### src/rtl/mult_div_if.sv
// mult_div_if
// Request/result bundle between the MIPS control/datapath and the iterative
// multiply/divide unit.
//   Start, Op, A, B, HiLoIn : request side, driven by the master
//   Busy, Done, WriteEnable,
//   WriteData, DivByZero    : result side, driven by the unit (slave)
// WriteData/WriteEnable are shaped to feed the HiLo register directly.
interface mult_div_if #(
  parameter int WIDTH = 32
);
  logic                 Start;
  logic [2:0]           Op;
  logic [WIDTH-1:0]     A;
  logic [WIDTH-1:0]     B;
  logic [2*WIDTH-1:0]   HiLoIn;
  logic                 Busy;
  logic                 Done;
  logic                 WriteEnable;
  logic [2*WIDTH-1:0]   WriteData;
  logic                 DivByZero;

  modport master (
    output Start, Op, A, B, HiLoIn,
    input  Busy, Done, WriteEnable, WriteData, DivByZero
  );

  modport slave (
    input  Start, Op, A, B, HiLoIn,
    output Busy, Done, WriteEnable, WriteData, DivByZero
  );
endinterface

### src/rtl/mult_div_unit.sv
// mult_div_unit
// Iterative WIDTH-bit multiply/divide unit producing the 64-bit {Hi, Lo}
// write for the HiLo register. One operation per Start pulse; each
// operation spends WIDTH iteration cycles plus one fix-up cycle in RUN, then
// one DONE cycle in which WriteEnable/Done/WriteData are presented.
// Ports:
//   Clock      : system clock, rising edge
//   Reset      : asynchronous, active-high; returns to IDLE, clears outputs
//   bus.slave  : Start/Op/A/B/HiLoIn in, Busy/Done/WriteEnable/WriteData/
//                DivByZero out
// Op: 000 MULT, 001 MULTU, 010 DIV, 011 DIVU,
//     100 MADD, 101 MADDU, 110 MSUB, 111 MSUBU (Op[0]=1 -> unsigned)
module mult_div_unit #(
  parameter int WIDTH = 32
) (
  input  logic       Clock,
  input  logic       Reset,
  mult_div_if.slave  bus
);

  localparam int CNT_W = $clog2(WIDTH) + 1;

  // Op[2:1] selects the operation group; Op[0] only selects signedness.
  localparam logic [1:0] GRP_MUL  = 2'b00;
  localparam logic [1:0] GRP_DIV  = 2'b01;
  localparam logic [1:0] GRP_MADD = 2'b10;
  localparam logic [1:0] GRP_MSUB = 2'b11;

  typedef enum logic [1:0] {
    S_IDLE = 2'b00,
    S_RUN  = 2'b01,
    S_DONE = 2'b10
  } state_t;

  // Conditional two's-complement negation, operand width.
  function automatic logic [WIDTH-1:0] neg_w(input logic [WIDTH-1:0] v,
                                             input logic en);
    return en ? (~v + 1'b1) : v;
  endfunction

  // Conditional two's-complement negation, result width.
  function automatic logic [2*WIDTH-1:0] neg_2w(input logic [2*WIDTH-1:0] v,
                                                input logic en);
    return en ? (~v + 1'b1) : v;
  endfunction

  // One radix-2 shift-add step. Multiplier sits in the low half and is
  // consumed from bit 0; partial product accumulates in the high half with
  // its carry shifted back in.
  function automatic logic [2*WIDTH-1:0] mul_step(input logic [2*WIDTH-1:0] acc,
                                                  input logic [WIDTH-1:0] m);
    logic [WIDTH:0] sum;
    sum = {1'b0, acc[2*WIDTH-1:WIDTH]} + {1'b0, (acc[0] ? m : {WIDTH{1'b0}})};
    return {sum, acc[WIDTH-1:1]};
  endfunction

  // One restoring division step. High half is the partial remainder, low
  // half shifts the dividend out of the top while quotient bits enter at
  // the bottom. The remainder stays below the divisor, so the shifted
  // partial fits in WIDTH+1 bits.
  function automatic logic [2*WIDTH-1:0] div_step(input logic [2*WIDTH-1:0] acc,
                                                  input logic [WIDTH-1:0] d);
    logic [WIDTH:0]   part;
    logic [WIDTH:0]   diff;
    logic [WIDTH-1:0] rem;
    logic             qb;
    part = {acc[2*WIDTH-1:WIDTH], acc[WIDTH-1]};
    diff = part - {1'b0, d};
    qb   = (part >= {1'b0, d});
    rem  = qb ? diff[WIDTH-1:0] : part[WIDTH-1:0];
    return {rem, acc[WIDTH-2:0], qb};
  endfunction

  state_t               state_q, state_d;
  logic [CNT_W-1:0]     cnt_q, cnt_d;
  logic [1:0]           grp_q, grp_d;
  logic [WIDTH-1:0]     mag_a_q, mag_a_d;
  logic [WIDTH-1:0]     mag_b_q, mag_b_d;
  logic                 neg_res_q, neg_res_d;
  logic                 neg_a_q, neg_a_d;
  logic                 div_zero_q, div_zero_d;
  logic [2*WIDTH-1:0]   acc_q, acc_d;
  logic [2*WIDTH-1:0]   hilo_q, hilo_d;
  logic [2*WIDTH-1:0]   wdata_q, wdata_d;

  // Request decode, used only at acceptance.
  logic                 in_signed;
  logic                 in_div;
  logic                 in_neg_a;
  logic                 in_neg_b;
  logic [WIDTH-1:0]     in_mag_a;
  logic [WIDTH-1:0]     in_mag_b;

  assign in_signed = ~bus.Op[0];
  assign in_div    = (bus.Op[2:1] == GRP_DIV);
  assign in_neg_a  = in_signed & bus.A[WIDTH-1];
  assign in_neg_b  = in_signed & bus.B[WIDTH-1];
  assign in_mag_a  = neg_w(bus.A, in_neg_a);
  assign in_mag_b  = neg_w(bus.B, in_neg_b);

  // Sign fix-up and result mapping, registered on the RUN -> DONE edge.
  logic [2*WIDTH-1:0]   prod_fix;
  logic [2*WIDTH-1:0]   div_res;
  logic [2*WIDTH-1:0]   result;

  assign prod_fix = neg_2w(acc_q, neg_res_q);

  // Divide by zero reports {A, all-ones}; A is rebuilt from its magnitude.
  assign div_res = div_zero_q
                 ? {neg_w(mag_a_q, neg_a_q), {WIDTH{1'b1}}}
                 : {neg_w(acc_q[2*WIDTH-1:WIDTH], neg_a_q),
                    neg_w(acc_q[WIDTH-1:0], neg_res_q)};

  always_comb begin
    result = prod_fix;
    case (grp_q)
      GRP_MUL:  result = prod_fix;
      GRP_DIV:  result = div_res;
      GRP_MADD: result = hilo_q + prod_fix;
      GRP_MSUB: result = hilo_q - prod_fix;
      default:  result = prod_fix;
    endcase
  end

  always_comb begin
    state_d    = state_q;
    cnt_d      = cnt_q;
    grp_d      = grp_q;
    mag_a_d    = mag_a_q;
    mag_b_d    = mag_b_q;
    neg_res_d  = neg_res_q;
    neg_a_d    = neg_a_q;
    div_zero_d = div_zero_q;
    acc_d      = acc_q;
    hilo_d     = hilo_q;
    wdata_d    = wdata_q;

    case (state_q)
      S_IDLE: begin
        if (bus.Start) begin
          state_d    = S_RUN;
          cnt_d      = '0;
          grp_d      = bus.Op[2:1];
          mag_a_d    = in_mag_a;
          mag_b_d    = in_mag_b;
          neg_res_d  = in_neg_a ^ in_neg_b;
          neg_a_d    = in_neg_a;
          div_zero_d = in_div && (bus.B == '0);
          hilo_d     = bus.HiLoIn;
          // Divide shifts the dividend out; multiply consumes the multiplier.
          acc_d      = in_div ? {{WIDTH{1'b0}}, in_mag_a}
                              : {{WIDTH{1'b0}}, in_mag_b};
        end
      end

      S_RUN: begin
        // WIDTH iterations, then one more RUN cycle commits the fixed-up result.
        if (cnt_q == CNT_W'(WIDTH)) begin
          state_d = S_DONE;
          wdata_d = result;
        end else begin
          acc_d = (grp_q == GRP_DIV) ? div_step(acc_q, mag_b_q)
                                     : mul_step(acc_q, mag_a_q);
          cnt_d = cnt_q + 1'b1;
        end
      end

      S_DONE: begin
        state_d = S_IDLE;
      end

      default: begin
        state_d = S_IDLE;
      end
    endcase
  end

  always_ff @(posedge Clock or posedge Reset) begin
    if (Reset) begin
      state_q    <= S_IDLE;
      cnt_q      <= '0;
      grp_q      <= '0;
      mag_a_q    <= '0;
      mag_b_q    <= '0;
      neg_res_q  <= 1'b0;
      neg_a_q    <= 1'b0;
      div_zero_q <= 1'b0;
      acc_q      <= '0;
      hilo_q     <= '0;
      wdata_q    <= '0;
    end else begin
      state_q    <= state_d;
      cnt_q      <= cnt_d;
      grp_q      <= grp_d;
      mag_a_q    <= mag_a_d;
      mag_b_q    <= mag_b_d;
      neg_res_q  <= neg_res_d;
      neg_a_q    <= neg_a_d;
      div_zero_q <= div_zero_d;
      acc_q      <= acc_d;
      hilo_q     <= hilo_d;
      wdata_q    <= wdata_d;
    end
  end

  // Status outputs are decodes of the state register, so they are glitch-free
  // for the whole DONE cycle and drop immediately on Reset.
  assign bus.Busy        = (state_q != S_IDLE);
  assign bus.Done        = (state_q == S_DONE);
  assign bus.WriteEnable = (state_q == S_DONE);
  assign bus.DivByZero   = (state_q == S_DONE) & div_zero_q;
  assign bus.WriteData   = wdata_q;

endmodule

### src/flat_wrapper.sv
// flat-port wrapper written by rule: the top's interface ports become plain ports
module mult_div_unit_flat 
#(
  parameter int WIDTH = 32
)
  (Clock, Reset, bus_Start, bus_Op, bus_A, bus_B, bus_HiLoIn, bus_Busy, bus_Done, bus_WriteEnable, bus_WriteData, bus_DivByZero);
  mult_div_if #(.WIDTH(WIDTH)) bus_i ();
  input  logic Clock;
  input  logic Reset;
  input wire logic [$bits(bus_i.Start)-1:0] bus_Start;
  input wire logic [$bits(bus_i.Op)-1:0] bus_Op;
  input wire logic [$bits(bus_i.A)-1:0] bus_A;
  input wire logic [$bits(bus_i.B)-1:0] bus_B;
  input wire logic [$bits(bus_i.HiLoIn)-1:0] bus_HiLoIn;
  output wire logic [$bits(bus_i.Busy)-1:0] bus_Busy;
  output wire logic [$bits(bus_i.Done)-1:0] bus_Done;
  output wire logic [$bits(bus_i.WriteEnable)-1:0] bus_WriteEnable;
  output wire logic [$bits(bus_i.WriteData)-1:0] bus_WriteData;
  output wire logic [$bits(bus_i.DivByZero)-1:0] bus_DivByZero;
  assign bus_i.Start = bus_Start;
  assign bus_i.Op = bus_Op;
  assign bus_i.A = bus_A;
  assign bus_i.B = bus_B;
  assign bus_i.HiLoIn = bus_HiLoIn;
  assign bus_Busy = bus_i.Busy;
  assign bus_Done = bus_i.Done;
  assign bus_WriteEnable = bus_i.WriteEnable;
  assign bus_WriteData = bus_i.WriteData;
  assign bus_DivByZero = bus_i.DivByZero;
  mult_div_unit #(.WIDTH(WIDTH)) u_core (.Clock(Clock), .Reset(Reset), .bus(bus_i));
endmodule
### config.mk
export PLATFORM = sky130hd
export DESIGN_NAME = mult_div_unit_flat
export DESIGN_NICKNAME = d
export VERILOG_FILES = /design/src/rtl/mult_div_if.sv /design/src/rtl/mult_div_unit.sv /design/src/flat_wrapper.sv
export SDC_FILE = /design/constraint.sdc
export NUM_CORES = 1
export LEC_CHECK = 0
export CAP_MARGIN = 20
export CORE_ASPECT_RATIO = 1.1
export CORE_MARGIN = 1
export CORE_UTILIZATION = 35
export CTS_CLUSTER_SIZE = 28
export DETAILED_ROUTE_END_ITERATION = 10
export MAX_ROUTING_LAYER = met4
export PLACE_DENSITY = 0.57
export SLEW_MARGIN = 20
export SYNTH_ARGS = -nofsm -noshare
export SYNTH_HDL_FRONTEND = slang
export SYNTH_SLANG_ARGS = --single-unit
### constraint.sdc
create_clock -name Clock -period 24.3 [get_ports Clock]
set_input_delay 6.075 -clock Clock [delete_from_list [all_inputs] [get_ports Clock]]
set_output_delay 6.075 -clock Clock [all_outputs]
set_load 0.005 [all_outputs]
==> summary.md <==
| Metric | Value |
|---|---|
| Worst R2R End | `u_core.bus.WriteData[62]` |
| All-layer global routing usage | `0.255` |
| DIE AREA | `~74000 sq um` |
| Worst-case clock skew | `approximately 50 ps` |
| Vias per cell | `5.65` |
| Final HPWL DP | `between 70 and 80 mm` |
| Clk_lat worst skew | `~600 ps` |
| H-tree depth | `2` |
| Post-Syn Area per Cell | `about 7.4 sq um` |
| Top_reg_cell synth | `dfrtp_1` |
| Global-route wire length before repair | `~140 mm` |
| Warnings, synthesis | `0` |
| First-pass iteration count of the detailed router | `6` |
| CTS tree | `done` |
| Reg clk slew, reported paths | `60 ps` |
| Post-synth EDFFs | `0` |
| Cell Area, Synth | `roughly 25000 sq um` |
| Sequential-to-total area share from yosys stat | `0.265` |
| I/O Pins | `roughly 200` |
| Fin nets | `3754` |
| Hold Crit Class | `reg -> reg` |
| Layout cell share with drive strength beyond 1 | `0.0434` |
| Worst-margin pin slew | `about 1100 ps` |
| Port-buffer cells | `around 200` |
| Critical Path RT | `roughly 25000 ps` |
| Drt wl/cell | `between 20 and 25 microns` |
| Critical path's top delay family | `simple AND/OR/NAND/NOR gates` |
| Unrepaired setup endpoints after global routing | `false` |
| Largest net degree at the start of global routing | `approximately 110` |
| Setup Viol. Count Final | `0` |
| Reg-to-Reg Start | `u_core.acc_q[0]` |
| Vias in the first global route | `roughly 24000` |
| Critical path's slowest cell | `nor4_1` |
| Core Area | `a little over 70000 sq um` |
| Cells after DPL | `between 4000 and 5000` |
| Total number of vias | `~25000` |
| Grt total ovfl | `0` |
| Die height | `285 microns` |
| Unique masters post-synth | `between 80 and 90` |
| Clock tree buffer depth | `3` |
| Worst Setup Start Kind | `input pin` |
| Commonest non-fill, non-tap cell in the layout | `nand2_1` |
| Max Fclk | `104 MHz` |
| Area growth from synthesis to layout | `14.8%` |
| Post-route clock period utilization | `0.395` |
| Largest cells by area after synthesis | `dfrtp_1 26%, nand2_1 9.0%, xnor2_1 6.6%, ha_1 6.6%, a21oi_1 6.1%` |
| Critical-path cell list | `clkdlybuf4s50_1 > or3_1 > or3b_2 > nor4_1 > nand3_1 > or3_1 > nor4_1 > a21oi_1 > xnor2_1 > nand2_1 > a31oi_1 > a21oi_1` |
| MaxCap Viol Count | `0` |
| Row Count | `a little over 100` |
| Final Cell Area | `29200 sq um` |
| Ys async rst share | `1.00` |
| Finished Layout Cells | `roughly 4500` |
| Status | `finished clean` |
| Crit. End Element | `flop` |
| Hold Violations, Final | `0` |
| Tmin final | `between 9000 and 10000 ps` |
| Mapped Nets | `between 3000 and 4000` |
| Total clock buffers created by CTS | `34` |
| Fin. max-slew vios | `0` |
| Residual antenna-violating net count after detailed routing | `0` |
| Yosys reg bits | `roughly 270` |
| Setup Fix Bufs, Post-CTS | `0` |
| DRC | `0` |
| Reg2Reg Depth | `24` |
| Top cell type by total area after synthesis | `dfrtp_1` |
| Cts repair resizes | `0` |
| Clock sinks | `between 200 and 300` |
| Commonest non-fill, non-tap cells in the layout | `606 x nand2_1, 309 x a21oi_1, 276 x o21ai_0, 265 x dfrtp_1, 247 x nor2_1` |
| Dpl cell area | `~28000 sq um` |
| CTS Root Buffer Type | `clkbuf_16` |
| CP Max Fanout | `4` |
| Layout fillers | `roughly 7500` |
| Buf/Inv on CP | `1` |
| Worst Hold Launch | `u_core.bus.WriteData[49]` |
| Initial core utilization | `0.354` |
| CP arrival | `about 10000 ps` |
| Die width | `259 microns` |
| Max_slew headroom | `0.294` |
| Setup TNS | `0 ps` |
| Worst Hold Endpoint | `u_core.bus.WriteData[49]` |
| FF-to-FF setup slack | `16020 ps` |
| Syn Inst Count | `around 3400` |
| Final GP Congestion | `~0.96` |
| Initial antenna violation count | `3` |
| Max incr delay on CP | `around 630 ps` |
| Routed WL | `around 93 mm` |
| Hold_buf cts | `0` |
| WHS Path Cells | `2` |
| Crit path kind | `in -> reg` |
| DRT iter0 DRCs | `2533` |
| Area share of the largest cell type after synthesis | `0.265` |
-- sequential cells by signal, summed over array words and instances (netlist names) --
register,flops
u_core.mag_b_q,32
u_core.neg_a_q,1
u_core.div_zero_q,1
u_core.bus.WriteData,64
u_core.acc_q,64
u_core.neg_res_q,1
u_core.cnt_q,6
u_core.grp_q,2
u_core.mag_a_q,32
u_core.hilo_q,64
u_core.state_q,2
-- final cells by class --
cell class	instances	area (sq um)	share of cell area
inverters	102	390	0.0134
well taps	945	1180	0.0405
diodes	4	10.0	0.000343
multi-input cells	2841	17500	0.599
clock buffers	44	918	0.0314
flip-flops and latches	269	6740	0.231
clock inverters	14	201	0.00690
repair buffers	234	2260	0.0774
-- cells by family (layout without fill, tap and decap cells) --
group | count (synthesis) | count (layout) | synth area share
adders and majority gates | 138 | 138 | 0.0688
DFF | 269 | 269 | 0.265
other | 0 | 4 | 0
buffers and inverters | 323 | 394 | 0.0486
AOI/OAI and AO/OA | 990 | 990 | 0.237
xor gates and xnor gates | 350 | 350 | 0.120
muxes | 46 | 46 | 0.0192
and+or+nand+nor | 1317 | 1317 | 0.241
-- worst max path at each step --
stage / start / to / slack (ps) / cells past startpoint
3_5_place_dp: bus_B[2] / u_core.acc_q[30] / 14130 / 12
4_1_cts: bus_B[2] / u_core.acc_q[30] / 14750 / 12
2_1_floorplan: Reset / u_core.acc_q[0] / 10810 / 1
5_1_grt: bus_B[2] / u_core.acc_q[30] / 14430 / 12
3_3_place_gp: bus_B[2] / u_core.acc_q[30] / 14150 / 12
6_report: bus_B[2] / u_core.acc_q[30] / 14690 / 12
-- layer usage --
| metal | part of all wire | wire, microns | vias up | GRT usage |
|---|---|---|---|---|
| met5 | 0 | 0 | - | - |
| met4 | 0.032 | 2980 | 0 | 0.0759 |
| met3 | 0.057 | 5360 | 118 | 0.0308 |
| met2 | 0.45 | 42300 | 832 | 0.392 |
| met1 | 0.46 | 42800 | 12000 | 0.348 |
| li1 | - | - | 12300 | - |
-- tightest hold or removal path, cell delays in order, from the launching register on --
cell     delay, ps
dfrtp_1        340
nand2_1         40
o21ai_0         60
-- cell usage after synthesis, types with 26 or more instances --
cell      number
a211oi_1      26
o21ai_0      276
mux2i_1       33
nor2_1       249
nand3_1       70
o211ai_1      30
a31oi_1       63
nor3_1        67
or4_1         26
or3_1         29
nand2b_1      32
xor2_1       157
and2_1        47
dfrtp_1      269
o31ai_1       45
nand4_1       45
xnor2_1      193
clkbuf_1     186
nor4_1        32
a21oi_1      310
buf_1         28
ha_1         135
a21o_1        75
inv_1        100
nand2_1      608
-- metrics by stage --
stage                     worst slack, ps  hold WS (ps)   util
after CTS                           14750           483  0.406
after global routing                14430           496  0.406
after floorplan                     10810           450      -
final                               14690           478  0.406
after detailed placement            14130           469  0.390
after global placement              14150           463  0.390
Power is not shown: default switching activity piles up to over one toggle a cycle in this logic, so the estimate is an artifact.
